===== src/rtl/acc_tx_pkg.sv =====
// Shared constants and types for the accumulator serial transmitter.
// Frame = start bit, WORD_WIDTH data bits LSB first, stop bit.
package acc_tx_pkg;
  localparam int WORD_WIDTH = 11;
  localparam logic START_BIT = 1'b0;
  localparam logic STOP_BIT = 1'b1;
  localparam logic IDLE_LEVEL = 1'b1;
  localparam int FRAME_BITS = WORD_WIDTH + 2;

  typedef enum logic [1:0] {
    IDLE,
    START,
    DATA,
    STOP
  } tx_state_t;
endpackage


===== src/rtl/acc_tx_if.sv =====
// Write port and status bundle of the serial transmitter.
// master = word producer, slave = transmitter.
import acc_tx_pkg::*;

interface acc_tx_if #(
  parameter int WORD_WIDTH = acc_tx_pkg::WORD_WIDTH,
  parameter int FIFO_DEPTH = 4
);
  localparam int CW = $clog2(FIFO_DEPTH) + 1;

  logic [WORD_WIDTH-1:0] tx_in;
  logic                  tx_wr;
  logic                  tx_serial;
  logic                  tx_busy;
  logic                  tx_full;
  logic                  tx_empty;
  logic [CW-1:0]         tx_count;
  logic                  tx_overflow;

  modport master (
    output tx_in, tx_wr,
    input  tx_serial, tx_busy, tx_full,
    input  tx_empty, tx_count, tx_overflow
  );

  modport slave (
    input  tx_in, tx_wr,
    output tx_serial, tx_busy, tx_full,
    output tx_empty, tx_count, tx_overflow
  );
endinterface


===== src/rtl/acc_tx_fifo.sv =====
// Synchronous word FIFO; full/empty come from the occupancy count.
// Reset flushes pointers and count, storage is left as is.
import acc_tx_pkg::*;

module acc_tx_fifo #(
  parameter int WIDTH = 11,
  parameter int DEPTH = 4
) (
  input  logic                       clock,
  input  logic                       tx_reset,
  input  logic                       push,
  input  logic                       pop,
  input  logic [WIDTH-1:0]           din,
  output logic [WIDTH-1:0]           dout,
  output logic                       full,
  output logic                       empty,
  output logic [$clog2(DEPTH):0]     count
);
  localparam int AW = $clog2(DEPTH);
  localparam int CW = AW + 1;

  logic [WIDTH-1:0] mem [DEPTH];
  logic [AW-1:0] wr_ptr_q, wr_ptr_d;
  logic [AW-1:0] rd_ptr_q, rd_ptr_d;
  logic [CW-1:0] count_q, count_d;
  logic do_push, do_pop;

  assign full = (count_q == CW'(DEPTH));
  assign empty = (count_q == '0);
  assign count = count_q;
  assign dout = mem[rd_ptr_q];
  assign do_push = push & ~full;
  assign do_pop = pop & ~empty;

  always_comb begin
    wr_ptr_d = wr_ptr_q + AW'(do_push);
    rd_ptr_d = rd_ptr_q + AW'(do_pop);
    count_d = count_q + CW'(do_push) - CW'(do_pop);
  end

  always_ff @(posedge clock) begin
    if (tx_reset) begin
      wr_ptr_q <= '0;
      rd_ptr_q <= '0;
      count_q <= '0;
    end else begin
      wr_ptr_q <= wr_ptr_d;
      rd_ptr_q <= rd_ptr_d;
      count_q <= count_d;
    end
  end

  always_ff @(posedge clock) begin
    if (!tx_reset && do_push) mem[wr_ptr_q] <= din;
  end
endmodule


===== src/rtl/acc_serial_tx.sv =====
// Buffers accumulator OUT words and shifts them out as framed serial words.
// Writes never stall; a write into a full FIFO is dropped and flagged.
import acc_tx_pkg::*;

module acc_serial_tx #(
  parameter int WORD_WIDTH = acc_tx_pkg::WORD_WIDTH,
  parameter int FIFO_DEPTH = 4,
  parameter int CLKS_PER_BIT = 4
) (
  input logic   clock,
  input logic   tx_reset,
  acc_tx_if.slave bus
);
  localparam int BW = (CLKS_PER_BIT > 1) ? $clog2(CLKS_PER_BIT) : 1;
  localparam int IW = $clog2(WORD_WIDTH);
  localparam int CW = $clog2(FIFO_DEPTH) + 1;

  tx_state_t state_q, state_d;
  logic [BW-1:0] baud_q, baud_d;
  logic [IW-1:0] idx_q, idx_d;
  logic [WORD_WIDTH-1:0] shift_q, shift_d;
  logic serial_q, serial_d;
  logic busy_q, busy_d;
  logic ovf_q, ovf_d;

  logic pop;
  logic baud_end;
  logic fifo_full, fifo_empty;
  logic [WORD_WIDTH-1:0] fifo_dout;
  logic [CW-1:0] fifo_count;

  acc_tx_fifo #(
    .WIDTH (WORD_WIDTH),
    .DEPTH (FIFO_DEPTH)
  ) u_fifo (
    .clock    (clock),
    .tx_reset (tx_reset),
    .push     (bus.tx_wr),
    .pop      (pop),
    .din      (bus.tx_in),
    .dout     (fifo_dout),
    .full     (fifo_full),
    .empty    (fifo_empty),
    .count    (fifo_count)
  );

  assign baud_end = (baud_q == BW'(CLKS_PER_BIT - 1));

  always_comb begin
    state_d = state_q;
    baud_d = baud_end ? '0 : baud_q + BW'(1);
    idx_d = idx_q;
    shift_d = shift_q;
    serial_d = serial_q;
    busy_d = busy_q;
    pop = 1'b0;
    // a write into a full FIFO is lost even when a pop frees a slot
    ovf_d = ovf_q | (bus.tx_wr & fifo_full);
    unique case (state_q)
      IDLE: begin
        baud_d = '0;
        if (!fifo_empty) begin
          pop = 1'b1;
          shift_d = fifo_dout;
          state_d = START;
          serial_d = START_BIT;
          busy_d = 1'b1;
        end
      end
      START: begin
        if (baud_end) begin
          state_d = DATA;
          idx_d = '0;
          serial_d = shift_q[0];
        end
      end
      DATA: begin
        if (baud_end) begin
          if (idx_q == IW'(WORD_WIDTH - 1)) begin
            state_d = STOP;
            serial_d = STOP_BIT;
          end else begin
            shift_d = shift_q >> 1;
            idx_d = idx_q + IW'(1);
            serial_d = shift_q[1];
          end
        end
      end
      STOP: begin
        if (baud_end) begin
          if (!fifo_empty) begin
            pop = 1'b1;
            shift_d = fifo_dout;
            state_d = START;
            serial_d = START_BIT;
          end else begin
            state_d = IDLE;
            serial_d = IDLE_LEVEL;
            busy_d = 1'b0;
          end
        end
      end
      default: state_d = IDLE;
    endcase
  end

  always_ff @(posedge clock) begin
    if (tx_reset) begin
      state_q <= IDLE;
      baud_q <= '0;
      idx_q <= '0;
      shift_q <= '0;
      serial_q <= IDLE_LEVEL;
      busy_q <= 1'b0;
      ovf_q <= 1'b0;
    end else begin
      state_q <= state_d;
      baud_q <= baud_d;
      idx_q <= idx_d;
      shift_q <= shift_d;
      serial_q <= serial_d;
      busy_q <= busy_d;
      ovf_q <= ovf_d;
    end
  end

  assign bus.tx_serial = serial_q;
  assign bus.tx_busy = busy_q;
  assign bus.tx_full = fifo_full;
  assign bus.tx_empty = fifo_empty;
  assign bus.tx_count = fifo_count;
  assign bus.tx_overflow = ovf_q;
endmodule

===== src/flat_wrapper.sv =====
// flat-port wrapper written by rule: the top's interface ports become plain ports
module acc_serial_tx_flat 
#(
  parameter int WORD_WIDTH = acc_tx_pkg::WORD_WIDTH,
  parameter int FIFO_DEPTH = 4,
  parameter int CLKS_PER_BIT = 4
)
  (clock, tx_reset, bus_tx_in, bus_tx_wr, bus_tx_serial, bus_tx_busy, bus_tx_full, bus_tx_empty, bus_tx_count, bus_tx_overflow);
  acc_tx_if #(.WORD_WIDTH(WORD_WIDTH), .FIFO_DEPTH(FIFO_DEPTH)) bus_i ();
  input logic clock;
  input logic tx_reset;
  input wire logic [$bits(bus_i.tx_in)-1:0] bus_tx_in;
  input wire logic [$bits(bus_i.tx_wr)-1:0] bus_tx_wr;
  output wire logic [$bits(bus_i.tx_serial)-1:0] bus_tx_serial;
  output wire logic [$bits(bus_i.tx_busy)-1:0] bus_tx_busy;
  output wire logic [$bits(bus_i.tx_full)-1:0] bus_tx_full;
  output wire logic [$bits(bus_i.tx_empty)-1:0] bus_tx_empty;
  output wire logic [$bits(bus_i.tx_count)-1:0] bus_tx_count;
  output wire logic [$bits(bus_i.tx_overflow)-1:0] bus_tx_overflow;
  assign bus_i.tx_in = bus_tx_in;
  assign bus_i.tx_wr = bus_tx_wr;
  assign bus_tx_serial = bus_i.tx_serial;
  assign bus_tx_busy = bus_i.tx_busy;
  assign bus_tx_full = bus_i.tx_full;
  assign bus_tx_empty = bus_i.tx_empty;
  assign bus_tx_count = bus_i.tx_count;
  assign bus_tx_overflow = bus_i.tx_overflow;
  acc_serial_tx #(.WORD_WIDTH(WORD_WIDTH), .FIFO_DEPTH(FIFO_DEPTH), .CLKS_PER_BIT(CLKS_PER_BIT)) u_core (.clock(clock), .tx_reset(tx_reset), .bus(bus_i));
endmodule

===== config.mk =====
export PLATFORM = sky130hd
export DESIGN_NAME = acc_serial_tx_flat
export DESIGN_NICKNAME = d
export VERILOG_FILES = /design/src/rtl/acc_tx_pkg.sv /design/src/rtl/acc_tx_if.sv /design/src/rtl/acc_tx_fifo.sv /design/src/rtl/acc_serial_tx.sv /design/src/flat_wrapper.sv
export SDC_FILE = /design/constraint.sdc
export NUM_CORES = 1
export LEC_CHECK = 0
export CAP_MARGIN = 25
export CORE_AREA = 5 5 89 91
export CTS_BUF_LIST = sky130_fd_sc_hd__clkbuf_8
export DETAILED_ROUTE_END_ITERATION = 6
export DIE_AREA = 0 0 94 96
export GPL_ROUTABILITY_DRIVEN = 0
export PLACE_DENSITY = 0.62
export SLEW_MARGIN = 20
export SYNTH_ARGS = -nofsm -noshare
export SYNTH_HDL_FRONTEND = slang
export SYNTH_SLANG_ARGS = --single-unit

===== constraint.sdc =====
create_clock -name clock -period 6.5 [get_ports clock]
set_input_delay 1.3 -clock clock [delete_from_list [all_inputs] [get_ports clock]]
set_output_delay 1.3 -clock clock [all_outputs]
set_load 0.1 [all_outputs]

-- Word level (Yosys, flattened, before mapping)
Memories as Yosys holds them, arrays and structs flattened. A register that Yosys moved wholly into a read port is not among the register bits.
Cells that the tools add are included.
- word-level logic and storage cells: 82
- input bits: 14
- bits in writable memories: 44
- output and inout bits: 8
- memories: 1
- register bits after elaboration: 29
- memory list (name ; depth ; bits a word ; rd ports ; clocked after Yosys merged registers in ; write ports ; line ; RTL):
    u_core.u_fifo.mem ; 4 ; 11 ; 1 ; 1 ; 1 ; acc_tx_fifo.sv:22 ; logic [WIDTH-1:0] mem [DEPTH];
- bitwise gates (word level): 6
- equal/unequal tests: 13
- multiplexer cells: 33
- reduce and logical (&&, ||, !) cells: 13
- add/sub/neg operators: 6
- operator list (cell ; number):
    $mux W11 ; 4
    $pmux W11 S3 ; 1
    $reduce_and A4 Y1 ; 4
    $mux W1 ; 14
    $mux W2 ; 6
    $mux W4 ; 3
    $ne A2 B1 Y1 const B ; 5
    $pmux W2 S4 ; 1
    $pmux W4 S2 ; 1
    $eq A2 B2 Y1 const B ; 3
    $reduce_and A5 Y1 ; 1
    $add A2 B1 Y2 ; 2
    $add A4 B1 Y4 const B ; 1
    $eq A4 B4 Y1 const B ; 1
    $ne A2 B2 Y1 const B ; 2
    $pmux W1 S2 ; 2
    $pmux W1 S4 ; 1
    $reduce_bool A2 Y1 ; 2
    $add A3 B1 Y3 ; 1
    $and A1 B1 Y1 ; 3
    $eq A3 B3 Y1 const B ; 1
    $logic_not A3 Y1 ; 1
    $reduce_bool A3 Y1 ; 1
    $reduce_or A3 Y1 ; 1
    other kinds (8) ; 9

-- Logic depth before layout (Yosys ltp)
Gate-level depths: netlist of run 1.
- depth in word-level cells: 7
- gate-level depth with buffers: 11
- gate-level depth less buffers: 11

-- Hierarchy
A second synthesis of run 1 with hierarchy kept.
- cells, all modules: 214
- area, all modules: 3189.3 µm²
- by module, submodules not included (module ; area an instance (µm²) ; cells each ; times used):
    acc_tx_fifo ; 2021.9 ; 95 ; 1
    acc_serial_tx ; 1167.4 ; 119 ; 1

-- Least setup slack after synthesis of run 1
OpenSTA, ideal clock, no wires.
- kind: flip-flop to flip-flop
- start point: register u_core.u_fifo.count_q[2] (netlist: u_core.u_fifo.count[2])
- end point: register u_core.u_fifo.count_q[2] (netlist: u_core.u_fifo.count[2])
- setup time: 0.128 ns
- buffers on the path: 0
- data arrival time: 4.901 ns
- stages on the path, launching flop included: 10
- period minus slack after synthesis: 5.029 ns
- data required time: 6.372 ns
- slack: 1.471 ns
- cells stage by stage: dfxtp_1 -> nor3b_1 -> nand2b_1 -> xnor2_1 -> ha_1 -> inv_1 -> fa_1 -> xor2_1 -> xnor2_1 -> nor2_1
- RTL lines (element ; line ; RTL):
    start, declared ; acc_tx_fifo.sv:25 ; logic [CW-1:0] count_q, count_d;
    start signal, assigned ; acc_tx_fifo.sv:49 ; count_q <= count_d;
    $eq A3 B3 Y1 ; acc_tx_fifo.sv:28 ; assign full = (count_q == CW'(DEPTH));
    net bus_tx_full ; flat_wrapper.sv:16 ; output wire logic [$bits(bus_i.tx_full)-1:0] bus_tx_full;
    $not A1 Y1 ; acc_tx_fifo.sv:32 ; assign do_push = push & ~full;
    $and A1 B1 Y1 ; acc_tx_fifo.sv:32 ;
    $add A3 B1 Y3 ; acc_tx_fifo.sv:38 ; count_d = count_q + CW'(do_push) - CW'(do_pop);
    $sub A3 B1 Y3 ; acc_tx_fifo.sv:38 ;
The timed path passes the listed nets, and every way through them passes these cells.
A chain may end at the register's enable or synchronous reset.

-- Worst setup path after layout of run 1
- start point: register u_core.u_fifo.count_q[1] (netlist: u_core.u_fifo.count[1])
- end point: output bus_tx_empty
- longest elaborated chain between the ends: 1
- RTL lines (element ; line ; RTL):
    $logic_not A3 Y1 ; acc_tx_fifo.sv:29 ; assign empty = (count_q == '0);
    end, declared ; flat_wrapper.sv:17 ; output wire logic [$bits(bus_i.tx_empty)-1:0] bus_tx_empty;
No other way between the ends.

==> impl_metrics.json, run 1 <==
{
  "cp-end-kind": "output port",
  "drtPass1Iterations": 4,
  "power_leakage_nw": 1.27,
  "ys_top_cells_by_area": "edfxtp_1 (41%), dfxtp_1 (18%), mux4_2 (7.7%)",
  "dieHeight_um": 96,
  "synth_common_cells": "edfxtp_1 (44), dfxtp_1 (29), nor3_1 (15)",
  "h-tree-depth": 3,
  "slew_violations": 0,
  "critPathLaunchType": "register",
  "num_io_pins": 22,
  "die_area_um2": 9020,
  "vdd.ir_drop.worst_v": 0.000193,
  "synth_top_area_cell": "edfxtp_1",
  "min_period_ps": 3640,
  "powerDensity_nw_per_um2": 450,
  "clock_path_buffers": 2,
  "grt_max_degree": 35,
  "min-delay-start": "u_core.baud_q[0]$_SDFF_PP0_",
  "drive_above_1_share_pct": 21.3,
  "cts.sinks": 73,
  "hold_viol_final": 0,
  "via_per_inst": 5.23,
  "yosysMostFrequentCell": "edfxtp_1",
  "grt_overflow": 0,
  "die_w_um": 94,
  "clkSlewWorstSetupHoldPaths_ps": 80,
  "max_stage_delay_ps": 1210,
  "crit_buf_inv": 1,
  "cpLargestDelayFamily": "buffers and inverters",
  "slowest_stage": "clkdlybuf4s50_1",
  "syn-num-nets": 248,
  "worstPathRequired_ps": 5200,
  "wl_um": 5630,
  "cts.repair.resized": 0,
  "period_share_pct": 56.0,
  "async_flop_share_pct": 0,
  "antenna_left": 0,
  "dp_hpwl_um": 3850,
  "ys_warn_count": 0,
  "grt_usage_pct": 13.6,
  "antenna_cells": 0,
  "start_util_pct": 45.5,
  "wl_per_cell_um": 15.9,
  "yosysTopAreaCellShare_pct": 41.1,
  "hold_path_class": "register to register",
  "placed_cells": 337,
  "run_status": "completed",
  "tritoncts": "yes",
  "setup_tns_ps": 0,
  "antenna_found_initial": 0,
  "cts_setup_buffers": 0,
  "syn_to_final_growth_pct": 16.3,
  "clock_skew_ps": 10.1,
  "root_buffer": "clkbuf_8",
  "syn_area_per_cell_um2": 14.4,
  "critPathArrivalTime_ps": 2340,
  "core_area_um2": 7060,
  "synth-edff-count": 44,
  "ff2ff_path_depth": 10,
  "insertion_delay_ps": 340,
  "drc": 0,
  "startpoint": "u_core.u_fifo.count[1]$_SDFF_PP0_",
  "path_cells": "nor3_4 -> clkdlybuf4s50_1",
  "tightestPinTransition_ps": 974,
  "synth_top_flop_cell": "edfxtp_1",
  "fmax_mhz": 275,
  "syn_area_um2": 3210,
  "worstHoldPathCells": 1,
  "hold_buffers": 0,
  "finalSetupViolCount": 0,
  "num_vias": 1845,
  "r2r-start": "u_core.state_q[0]$_SDFFE_PP0P_",
  "std_cell_rows": 31,
  "grt_pass1_wl_um": 9250,
  "cp.depth": 2,
  "ys_types": 48,
  "ys_ff_latch": 73,
  "syn_inst": 223,
  "synth-seq-area-share_pct": 59.2,
  "drt_iter0_drc": 52,
  "cts_buffers": 9,
  "grt_pass1_vias": 1872,
  "relSlewSlack_pct": 34.8,
  "hold_ws_ps": 437,
  "cp_max_fo": 7,
  "crit_type": "register to output port",
  "stdcell_count": 353,
  "maxCapViolCount": 0,
  "nNetsFinal": 274,
  "port_buffers": 21,
  "rsz0062_at_grt": "false"
}
-- per-layer routing --
metal	part of all wire, %	vias to the layer above	wire (µm)	track usage [%]
met2	49	15	2730	21.8
met4	1.4	0	79	5.42
met1	48	918	2670	17.7
li1	-	906	-	-
met5	0	-	0	0
met3	2.5	6	139	3.60
-- state kept, by name (all words and copies together), names as in the netlist --
register / flops
u_core.baud_q: 2
u_core.bus.tx_busy: 1
u_core.bus.tx_overflow: 1
u_core.bus.tx_serial: 1
u_core.idx_q: 4
u_core.shift_q: 11
u_core.state_q: 2
u_core.u_fifo.count: 3
u_core.u_fifo.mem: 44
u_core.u_fifo.rd_ptr_q: 2
u_core.u_fifo.wr_ptr_q: 2
-- through the flow --
stage / power [W] / utilization [%] / area, µm² / setup slack (ps)
floorplan: 0.00123 / - / 3210 / 1470
global placement: 0.00133 / 50.1 / 3540 / 3250
detailed placement: 0.00134 / 50.1 / 3540 / 3200
CTS: 0.00170 / 53.0 / 3740 / 2830
global route: 0.00178 / 53.0 / 3740 / 2770
finish: 0.00168 / 53.0 / 3740 / 2860
-- logic make-up after synthesis --
family | after synthesis | synth area share, %
adders and majority gates | 11 | 4.52
buffers and inverters | 21 | 3.50
xor gates and xnor gates | 7 | 1.91
DFF | 73 | 59.2
muxes | 22 | 11.2
and+or+nand+nor | 54 | 10.0
AOI/OAI and AO/OA | 35 | 9.73
-- report_power, final --
group	switching (W)	internal, W	leakage (nW)
Clock	0.000177	0.000180	0.0962
Combinational	0.000402	0.000282	0.535
Sequential	0.0000725	0.000569	0.638
-- cell type report --
cell class / instances / area [µm²]
Timing Repair Buffer: 27 / 255
Clock inverter: 7 / 76.3
Inverter: 9 / 33.8
Clock buffer: 9 / 124
Multi-Input combinational cell: 129 / 1220
Sequential cell: 73 / 1900
Tap cell: 99 / 124
Fill cell: 605 / 3320
-- worst reg2reg max path: stages, from the launching register on --
cell	delay (ps)
dfxtp_1	390
inv_1	110
ha_1	410
nor3_1	460
xnor2_1	180
ha_1	160
inv_1	50
fa_1	380
xor2_1	180
xnor2_1	140
nor2_1	50
-- layout by cell type, fill, tap and decap left out, drive strengths merged, types with 3 or more instances in the layout --
cell type,n
inv,11
nor3,16
nor2,12
edfxtp,44
dfxtp,29
a22oi,3
buf,6
clkbuf,9
a21oi,6
nor4b,4
mux2i,10
nor2b,3
xnor2,6
o21ai,5
a211oi,12
mux4,11
ha,10
clkdlybuf4s50,21
nand2,3
-- worst paths after layout --
path | to | slack [ps]
setup reg to reg | u_core.u_fifo.count[2]$_SDFF_PP0_ | 3870
hold reg to reg | u_core.baud_q[0]$_SDFF_PP0_ | 440
hold / removal | u_core.baud_q[0]$_SDFF_PP0_ | 440
setup / recovery | bus_tx_empty | 2860
Power figures use the tool's default switching activity.
==> run 2, diff against run 1 <==
Clock period 6.5 ns to 3.52 ns, I/O delays scaled along.
==> impl_metrics.json, run 2 (same netlist as run 1, synthesis figures left out) <==
{
  "p_comb_share_pct": 42.0,
  "wl_um": 5550,
  "mostFrequentLayoutCells": "edfxtp_1 (44), dfxtp_1 (28), clkdlybuf4s50_1 (17)",
  "largest_reg_flops": 44,
  "root_buffer": "clkbuf_8",
  "dieHeight_um": 96,
  "min_period_ps": 2610,
  "cpLargestDelayFamily": "buffers and inverters",
  "multiInputGateArea_um2": 1240,
  "drtPass1Iterations": 4,
  "antenna_found_initial": 0,
  "nNetsFinal": 275,
  "layout_commonest_cell": "edfxtp_1",
  "slew_violations": 0,
  "relSlewSlack_pct": 34.6,
  "die_area_um2": 9020,
  "power_leakage_nw": 1.27,
  "drive_above_1_share_pct": 23.5,
  "grt_max_degree": 30,
  "cts_setup_buffers": 0,
  "powerDensity_nw_per_um2": 816,
  "cp-end-kind": "output port",
  "critPathLaunchType": "register",
  "hold_viol_final": 0,
  "clock_skew_ps": 9.08,
  "period_share_pct": 74.2,
  "num_vias": 1841,
  "internal_power_w": 0.00184,
  "crit_buf_inv": 1,
  "syn_to_final_growth_pct": 15.9,
  "insertion_delay_ps": 340,
  "std_cell_rows": 31,
  "crit_type": "register to output port",
  "via_per_inst": 5.20,
  "nFillCells": 618,
  "core_area_um2": 7060,
  "slowest_stage": "clkdlybuf4s50_1",
  "final_util_pct": 52.8,
  "antenna_left": 0,
  "grt_overflow": 0,
  "regArea_um2": 1900,
  "reg_top3": "u_core.u_fifo.mem: 44 flops, u_core.shift_q: 11 flops, u_core.idx_q: 4 flops",
  "dp_hpwl_um": 3670,
  "regMostFlops": "u_core.u_fifo.mem",
  "clockPowerShare_pct": 18.8,
  "antenna_cells": 0,
  "grt_pass1_wl_um": 9520,
  "switching_share_pct": 39.5,
  "fmax_mhz": 383,
  "rsz0062_at_grt": "false",
  "preCtsSetupSlack_ps": 817,
  "hold_buffers": 0,
  "die_w_um": 94,
  "critPathArrivalTime_ps": 1910,
  "port_buffers": 21,
  "setup_tns_ps": 0,
  "cts.repair.resized": 0,
  "grt_pass1_vias": 1858,
  "hold_path_class": "register to register",
  "clkSlewWorstSetupHoldPaths_ps": 80,
  "r2r-start": "u_core.state_q[0]$_SDFFE_PP0P_",
  "min-delay-start": "u_core.baud_q[0]$_SDFF_PP0_",
  "drc": 0,
  "worstPathRequired_ps": 2820,
  "share_seq_of_total_power_pct": 39.2,
  "cts.sinks": 73,
  "grt_usage_pct": 14.1,
  "cts_buffers": 9,
  "num_io_pins": 22,
  "tightestPinTransition_ps": 978,
  "wl_per_cell_um": 15.7,
  "clock_path_buffers": 2,
  "setup_slack_ps": 909,
  "startpoint": "u_core.u_fifo.count[2]$_SDFF_PP0_",
  "vdd.ir_drop.worst_v": 0.000333,
  "maxCapViolCount": 0,
  "p_switching_w": 0.00120,
  "path_cells": "clkdlybuf4s50_1",
  "run_status": "completed",
  "finalSetupViolCount": 0,
  "cp_max_fo": 5,
  "drt_iter0_drc": 102,
  "start_util_pct": 45.5,
  "max_stage_delay_ps": 1160,
  "tritoncts": "yes",
  "h-tree-depth": 3
}
[run 2: cell types whose count changed in the layout (fill, tap and decap cells not counted), sizes merged]
| cell | delta |
|---|---|
| buf | +5 |
| clkdlybuf4s50 | -4 |
| bufinv | -1 |
| clkinvlp | +1 |
[run 2: metal layers]
metal  GRT usage (%)  wire length [µm]  up-vias
li1                -                 -      916
met1            18.5              2680      898
met2            21.8              2630       16
met3            3.44               121       11
met4            7.22               115        0
met5               0                 0        -
[run 2: final cells by class]
cell class | instances | share of cell area, %
flip-flops and latches | 73 | 51.1
multi-input cells | 129 | 33.2
repair buffers | 28 | 6.78
clock buffers | 9 | 3.32
well taps | 99 | 3.32
clock inverters | 7 | 1.41
inverters | 9 | 0.907
[run 2: worst paths after layout]
path                                       endpoint  slack (ps)  cells after the start
setup / recovery                    bus_tx_count[2]         910                      1
hold / removal          u_core.baud_q[0]$_SDFF_PP0_         440                      1
setup reg to reg  u_core.u_fifo.count[2]$_SDFF_PP0_         910                     10
hold reg to reg         u_core.baud_q[0]$_SDFF_PP0_         440                      1
[run 2: through the flow]
| stage | hold WS [ps] | std cells | total power [W] | cell area, µm² |
|---|---|---|---|---|
| 2_1_floorplan | 405 | 223 | 0.00228 | 3230 |
| 3_3_place_gp | 419 | 338 | 0.00248 | 3550 |
| 3_5_place_dp | 427 | 338 | 0.00250 | 3550 |
| 4_1_cts | 441 | 354 | 0.00308 | 3730 |
| 5_1_grt | 451 | 354 | 0.00325 | 3730 |
| 6_report | 441 | 354 | 0.00304 | 3730 |
[run 2: power by group through the flow]
stage / sequential, W / combinational (W) / clock, W
2_1_floorplan: 0.00132 / 0.000956 / 0
3_5_place_dp: 0.00122 / 0.00128 / 0
4_1_cts: 0.00120 / 0.00129 / 0.000596
5_1_grt: 0.00122 / 0.00139 / 0.000639
6_report: 0.00119 / 0.00128 / 0.000571
3_3_place_gp: 0.00121 / 0.00127 / 0
==> run 3, diff against run 2 <==
Settings changed: PLACE_DENSITY 0.62 to 0.64.
Clock period 3.52 ns to 2.3 ns, I/O delays scaled along.
==> impl_metrics.json, run 3 (same netlist as run 1, synthesis figures left out) <==
{
  "run_status": "completed",
  "r2r-start": "u_core.state_q[0]$_SDFFE_PP0P_",
  "preCtsSetupSlack_ps": 83.9,
  "h-tree-depth": 3,
  "nFillCells": 586,
  "min-delay-start": "u_core.baud_q[0]$_SDFF_PP0_",
  "dieHeight_um": 96,
  "powerDensity_nw_per_um2": 1310,
  "rsz0062_at_grt": "false",
  "drt_iter0_drc": 67,
  "grt_usage_pct": 14.1,
  "hold_viol_final": 0,
  "tritoncts": "yes",
  "wl_per_cell_um": 15.6,
  "hold_path_class": "register to register",
  "maxCapViolCount": 0,
  "slowest_stage": "fa_2",
  "setup_tns_ps": 0,
  "fmax_mhz": 469,
  "r2r-end": "u_core.u_fifo.count[2]$_SDFF_PP0_",
  "vdd.ir_drop.worst_v": 0.000673,
  "r2r_setup_slack_ps": 170,
  "root_buffer": "clkbuf_8",
  "layout_commonest_cell": "edfxtp_1",
  "core_area_um2": 7060,
  "setup_slack_ps": 166,
  "grt_overflow": 0,
  "max_stage_delay_ps": 330,
  "clock_path_buffers": 2,
  "multiInputGateArea_um2": 1270,
  "relSlewSlack_pct": 60.3,
  "clkSlewWorstSetupHoldPaths_ps": 80,
  "cp-end-kind": "register",
  "cts.repair.resized": 0,
  "hold_buffers": 0,
  "mostFrequentLayoutCells": "edfxtp_1 (44), buf_4 (28), dfxtp_1 (26)",
  "num_vias": 1888,
  "dp_hpwl_um": 3830,
  "worstPathRequired_ps": 2530,
  "final_util_pct": 55.7,
  "hold_path_end": "u_core.baud_q[0]$_SDFF_PP0_",
  "insertion_delay_ps": 340,
  "path_cells": "buf_4 -> ha_1 -> a21oi_2 -> nor3_4 -> xnor2_2 -> ha_2 -> inv_1 -> fa_2 -> xor2_1 -> xnor2_1 -> nor2_1",
  "grt_pass1_wl_um": 9740,
  "regMostFlops": "u_core.u_fifo.mem",
  "std_cell_rows": 31,
  "antenna_found_initial": 0,
  "start_util_pct": 45.5,
  "tightestPinTransition_ps": 595,
  "slew_violations": 0,
  "clock_skew_ps": 8.50,
  "cpLargestDelayFamily": "adder cells",
  "drive_above_1_share_pct": 32.7,
  "antenna_left": 0,
  "cp_max_fo": 3,
  "drc": 0,
  "crit_type": "register to register",
  "cts.sinks": 73,
  "finalSetupViolCount": 0,
  "port_buffers": 21,
  "fin_area_um2": 3930,
  "power_leakage_nw": 1.38,
  "min_period_ps": 2130,
  "die_area_um2": 9020,
  "syn_to_final_growth_pct": 22.3,
  "worstHoldPathCells": 1,
  "regArea_um2": 1910,
  "cts_setup_buffers": 0,
  "grt_max_degree": 17,
  "dpl_cell_area_um2": 3690,
  "reg_top3": "u_core.u_fifo.mem: 44 flops, u_core.shift_q: 11 flops, u_core.idx_q: 4 flops",
  "ff2ff_path_depth": 11,
  "via_per_inst": 5.13,
  "cts_buffers": 9,
  "die_w_um": 94,
  "wl_um": 5740,
  "nNetsFinal": 289,
  "period_share_pct": 92.8,
  "drtPass1Iterations": 4,
  "critPathArrivalTime_ps": 2370,
  "critPathLaunchType": "register",
  "grt_pass1_vias": 1969,
  "crit_buf_inv": 2,
  "largest_reg_flops": 44,
  "antenna_cells": 0,
  "num_io_pins": 22
}
run 3: cell count changes in the layout (fill, tap and decap cells not counted), sizes merged:
cell | previous run | this run
bufinv | 0 | 2
clkinv | 2 | 1
clkinvlp | 3 | 2
buf | 11 | 29
clkdlybuf4s50 | 17 | 13
run 3: where the power goes:
part           switching, W  leakage, nW  total [W]  internal [W]
Sequential         0.000151        0.640    0.00177       0.00162
Clock              0.000503        0.106    0.00112      0.000620
Combinational       0.00127        0.635    0.00225      0.000987
Total               0.00192         1.38    0.00515       0.00322
run 3: how the worst max path moves through the flow:
stage	to	cells past startpoint	from	slack (ps)
2_1_floorplan	u_core.u_fifo.count[2]$_SDFF_PP0_	9	u_core.u_fifo.count[2]$_SDFF_PP0_	-660
3_3_place_gp	u_core.u_fifo.count[2]$_SDFF_PP0_	9	bus_tx_wr	130
3_5_place_dp	u_core.u_fifo.count[2]$_SDFF_PP0_	10	u_core.state_q[0]$_SDFFE_PP0P_	80
4_1_cts	u_core.u_fifo.count[2]$_SDFF_PP0_	10	u_core.state_q[0]$_SDFFE_PP0P_	50
5_1_grt	u_core.u_fifo.count[2]$_SDFF_PP0_	11	u_core.state_q[0]$_SDFFE_PP0P_	10
6_report	u_core.u_fifo.count[2]$_SDFF_PP0_	11	u_core.state_q[0]$_SDFFE_PP0P_	170
run 3: final cells by class:
type	instances	share of cell area [%]
clock inverters	7	2.58
well taps	99	3.15
flip-flops and latches	73	48.7
multi-input cells	129	32.4
clock buffers	9	3.15
repair buffers	42	9.17
inverters	9	0.860
run 3: layer usage:
layer / track usage [%] / up-vias / wire [µm]
met3: 3.75 / 8 / 157
li1: - / 933 / -
met4: 6.86 / 0 / 95
met5: 0 / - / 0
met2: 21.9 / 23 / 2770
met1: 18.5 / 924 / 2720
run 3: per-stage QoR:
| step | std cells | power (W) | hold WS (ps) |
|---|---|---|---|
| floorplan | 223 | 0.00355 | 405 |
| global placement | 352 | 0.00402 | 416 |
| detailed placement | 352 | 0.00404 | 425 |
| CTS | 368 | 0.00518 | 437 |
| global route | 368 | 0.00548 | 447 |
| finish | 368 | 0.00515 | 432 |
